`config.mk`:
```
export PLATFORM = sky130hd
export DESIGN_NAME = physical_tx_gearbox
export DESIGN_NICKNAME = d
export VERILOG_FILES = /design/src/rtl/physical_tx_gearbox.sv
export SDC_FILE = /design/constraint.sdc
export NUM_CORES = 1
export LEC_CHECK = 0
export CORE_MARGIN = 4
export CORE_UTILIZATION = 40
export DETAILED_ROUTE_END_ITERATION = 16
export PLACE_DENSITY = 0.7
export SLEW_MARGIN = 25
export SYNTH_ARGS = -nofsm -noshare
export SYNTH_HDL_FRONTEND = slang
export SYNTH_SLANG_ARGS = --single-unit
export TNS_END_PERCENT = 100
```
`constraint.sdc`:
```
create_clock -name i_clk -period 1.8 [get_ports i_clk]
set_clock_uncertainty 0.1 [all_clocks]
set_input_delay 0.27 -clock i_clk [delete_from_list [all_inputs] [get_ports i_clk]]
set_output_delay 0.27 -clock i_clk [all_outputs]
set_load 0.01 [all_outputs]
```
`src/rtl/physical_tx_gearbox.sv`:
```
// Multi-lane transmit gearbox: packs IN_WIDTH-bit line symbols into a continuous
// OUT_WIDTH-bit-per-clock stream, inserting idle or training symbols when needed.
module physical_tx_gearbox #(
   parameter int                  LANES      = 1,
   parameter int                  IN_WIDTH   = 10,
   parameter int                  OUT_WIDTH  = 4,
   parameter bit                  LSB_FIRST  = 1'b1,
   parameter logic [IN_WIDTH-1:0] IDLE_WORD  = 10'h283,
   parameter logic [IN_WIDTH-1:0] TRAIN_WORD = 10'h155
) (
   input  logic                         i_clk,
   input  logic                         i_rst,
   input  logic [LANES*IN_WIDTH-1:0]    i_data,
   input  logic                         i_valid,
   output logic                         o_ready,
   input  logic                         i_train,
   output logic [LANES*OUT_WIDTH-1:0]   o_data,
   output logic                         o_underrun,
   output logic                         o_word_start
);

   localparam int BUF_W = IN_WIDTH + OUT_WIDTH - 1;
   localparam int FW    = $clog2(BUF_W + 1);
   localparam logic [FW-1:0] OUT_F  = FW'(OUT_WIDTH);
   localparam logic [FW-1:0] STEP_F = FW'(IN_WIDTH - OUT_WIDTH);

   if (IN_WIDTH < OUT_WIDTH) begin : g_width_check
      $error("physical_tx_gearbox: IN_WIDTH must be >= OUT_WIDTH");
   end

   logic [BUF_W-1:0]           buf_q [LANES];
   logic [BUF_W-1:0]           buf_d [LANES];
   logic [FW-1:0]              fill_q, fill_d;
   logic [LANES*OUT_WIDTH-1:0] data_q, data_d;
   logic                       underrun_q, word_start_q;
   logic                       load;
   logic [BUF_W-1:0]           mask;

   function automatic logic [IN_WIDTH-1:0] bit_rev(input logic [IN_WIDTH-1:0] s);
      logic [IN_WIDTH-1:0] r;
      r = '0;
      for (int i = 0; i < IN_WIDTH; i++) r[i] = s[IN_WIDTH-1-i];
      return r;
   endfunction

   // Lanes share fill and load; only the symbol source differs per lane.
   always_comb begin
      logic [IN_WIDTH-1:0] sym;
      logic [BUF_W-1:0]    comb;
      load   = (fill_q < OUT_F);
      mask   = (BUF_W'(1) << fill_q) - BUF_W'(1);
      fill_d = load ? (fill_q + STEP_F) : (fill_q - OUT_F);
      data_d = '0;
      sym    = '0;
      comb   = '0;
      for (int l = 0; l < LANES; l++) begin
         if (i_train)      sym = TRAIN_WORD;
         else if (i_valid) sym = i_data[l*IN_WIDTH +: IN_WIDTH];
         else              sym = IDLE_WORD;
         if (!LSB_FIRST) sym = bit_rev(sym);
         comb = load ? ((BUF_W'(sym) << fill_q) | (buf_q[l] & mask)) : buf_q[l];
         data_d[l*OUT_WIDTH +: OUT_WIDTH] = comb[OUT_WIDTH-1:0];
         buf_d[l] = comb >> OUT_WIDTH;
      end
   end

   always_ff @(posedge i_clk) begin
      if (i_rst) begin
         for (int l = 0; l < LANES; l++) buf_q[l] <= '0;
         fill_q       <= '0;
         data_q       <= '0;
         underrun_q   <= 1'b0;
         word_start_q <= 1'b0;
      end else begin
         for (int l = 0; l < LANES; l++) buf_q[l] <= buf_d[l];
         fill_q       <= fill_d;
         data_q       <= data_d;
         underrun_q   <= load && !i_train && !i_valid;
         word_start_q <= load;
      end
   end

   assign o_ready      = load && !i_train && !i_rst;
   assign o_data       = data_q;
   assign o_underrun   = underrun_q;
   assign o_word_start = word_start_q;

endmodule

```
==> impl_metrics.toml <==
[cts]
cts.path.max_buffers = 2
htree_levels = 1
cts_tree = "done"
cts.root.buffer_cell = "clkbuf_4"
post_cts_buffers = 0
insertion_delay_ns = 0.30
cts.clk_slew.worst_paths_ns = 0.10
numCtsBuffers = 3
clock_sinks = 18

[floorplanning]
row_count = 19
die_w_um = 61.6
ios = 21
dieArea_um2 = 3790
initial_core_util_pct = 41.6
coreArea_um2 = 2760
die_h_um = 61.6

[power_and_ir_drop]
p_int_mw = 1.26
power_frac_seq_pct = 28.2
cellLeakagePower_nw = 0.580
p_clk_share_pct = 11.8
p_switching_mw = 0.828
powerDensity_nw_per_um2 = 1400
switching_share_pct = 39.7
peakVddDrop_mv = 1.20
p_comb_share_pct = 60.0

[global_route]
antenna_found_initial = 0
grt_overflow = 0
grt_pass1_wl_mm = 4.62
grt_usage_pct = 16.7
grt_pass1_vias = 995
grt_max_degree = 20

[detailed_routing]
wirelength_mm = 2.80
drc = 0
antenna_violating_nets_post_route = 0
avgRoutedWirePerCell_um = 14.6
first_pass_iters = 4
vias = 1093
via_per_inst = 5.72
drtIter0Drc = 33

[synthesis]
synth_edf_count = 0
synth_flop_cell = "dfxtp_1"
yosysSeqAreaShare_pct = 31.4
synth_top_family_by_area = "compound AO/OA/AOI/OAI gates"
yosys_warnings = 0
synth-compound-area-share_pct = 23.2
syn_area_um2 = 1150
synthMuxAreaShare_pct = 8.62
synth_cell_types = 50
synth-seq-cells = 18
synthSimpleGateAreaFrac_pct = 20.3
synth.top_cell.area_share_pct = 31.4
synthArstFlopShare_pct = 0
synth_area_leader_cell = "dfxtp_1"
synth_xor_area_share_pct = 1.53
netlist_top_cells_area = "dfxtp_1 (31%), ha_1 (5.5%), mux4_2 (3.9%)"
synthesis.nets = 145
avgSynthCellArea_um2 = 9.11
synthCells = 126
synth_fa_ha_area_share_pct = 5.45

[cells_and_area]
layout_common_cells = "buf_4 (20), clkdlybuf4s50_1 (19), dfxtp_1 (18)"
final_common_cell = "buf_4"
fin_cells = 191
finalNetCount = 180
area_growth_pct = 29.4
drive_gt1_share_pct = 18.8
diodes = 0
fillerInstances = 257

[setup_path]
rr_worst_depth = 7
path_cells = "inv_1 > ha_1 > buf_4 > nand2b_1 > buf_4 > or3_1 > o22ai_1"
cp.required_ns = 1.93
crit_family = "buffers and inverters"
cp-end-kind = "flop"
arrival_ns = 1.81
crit_fanout = 13
path_depth = 7
cpMostUsedCell = "buf_4"
cpMaxStageDelayCell = "dfxtp_1"
worst-path-buf-inv = 3
worstSetupStartpointType = "flop"
path_class = "reg -> reg"
worst_path_largest_cell_delay_ns = 0.32

[timing]
rsz0062_at_grt = "true"
maxSlewViolCount = 0
fmaxAchievable_mhz = 597
period_share_pct = 93.1
period_needed_ns = 1.68
tns_ns = 0
slew_headroom_pct = 76.5
setup_viol = 0
worst_slew_pin_slew_ns = 0.348
hold_viol = 0

[run_status]
outcome = "completed"

[job]
maxCapViolations = 0

[placed_design]
portBuffers = 20
dpl.hpwl_mm = 2.14
gp_routability_congestion = 0.846
place_inst = 187

[min_path]
min_path_cells = 2
hold_path_class = "reg -> reg"
## cells by family after synthesis
family | count (synthesis)
and+or+nand+nor | 42
AOI/OAI and AO/OA | 35
buffers and inverters | 17
xor gates and xnor gates | 2
adders and majority gates | 5
DFF | 18
muxes | 7
## timing repair
| action | 4_1_cts | 5_1_grt |
|---|---|---|
| setup endpoints to repair | 1 | 2 |
| resized for setup | 1 | 2 |
| hold buffers | 0 | 0 |
| pin swaps | 0 | 0 |
## synthesized netlist by cell type, types with 2 or more instances
| master | instances |
|---|---|
| mux2_1 | 2 |
| dfxtp_1 | 18 |
| mux4_2 | 2 |
| a211oi_1 | 3 |
| nand2b_1 | 6 |
| and3b_1 | 2 |
| a21oi_1 | 6 |
| nor3b_1 | 2 |
| nand2_1 | 7 |
| inv_1 | 6 |
| nand3_1 | 3 |
| buf_2 | 2 |
| o21a_1 | 2 |
| xnor2_1 | 2 |
| o22ai_1 | 2 |
| nor3_1 | 2 |
| buf_6 | 3 |
| nor2b_1 | 4 |
| nor2_1 | 10 |
| o32ai_1 | 5 |
| clkbuf_1 | 2 |
| ha_1 | 5 |
| mux2i_1 | 2 |
| a311oi_1 | 2 |
## worst min-delay path, delay by kind of cell (launching register included)
family / cells / cell delay, ns
DFF: 1 / 0.31
AOI/OAI and AO/OA: 1 / 0.06
and+or+nand+nor: 1 / 0.05
## path summary, 6_finish.rpt
| check | from | slack (ns) | to |
|---|---|---|---|
| max reg2reg | fill_q[3] | 0.12 | buf_q[0][3] |
| max | fill_q[3] | 0.12 | buf_q[0][3] |
| min reg2reg | buf_q[0][1] | 0.36 | o_data[1] |
| min | buf_q[0][1] | 0.36 | o_data[1] |
## cell type report
cell class	instances	area, um2	share of cell area, %
timing repair buffer	40	345	23.3
tap	31	38.8	2.61
sequential	18	360	24.3
clock buffer	4	36.3	2.44
inverter	7	26.3	1.77
multi-input combinational	91	678	45.7
## stage by stage
stage	hold slack, ns	util (%)	cell area (um2)	power (mW)	setup slack (ns)
2_1_floorplan	0.286	-	1150	1.47	0.114
3_3_place_gp	0.332	52.7	1450	1.82	-0.124
3_5_place_dp	0.341	52.7	1450	1.84	-0.127
4_1_cts	0.359	54.0	1490	2.09	0.0372
5_1_grt	0.383	53.9	1490	2.26	-0.0134
6_report	0.360	53.9	1490	2.09	0.124
## power by group through the flow
stage	clock, mW	sequential (mW)	combinational, mW
CTS	0.258	0.589	1.25
floorplan	0	0.598	0.870
finish	0.247	0.588	1.25
global placement	0	0.595	1.23
global route	0.274	0.604	1.38
detailed placement	0	0.599	1.24
## routing by layer
| layer | track usage, % | part of all wire [%] |
|---|---|---|
| met5 | 0 | 0 |
| met4 | 5.45 | 2.4 |
| met3 | 4.19 | 4.8 |
| met2 | 27.5 | 48 |
| met1 | 21.3 | 45 |
## sequential cells by signal, summed over array words and instances (netlist names)
| name | cells |
|---|---|
| buf_q | 9 |
| fill_q | 3 |
| o_word_start | 1 |
| o_data | 4 |
| o_underrun | 1 |
(Power assumes the default switching activity.)
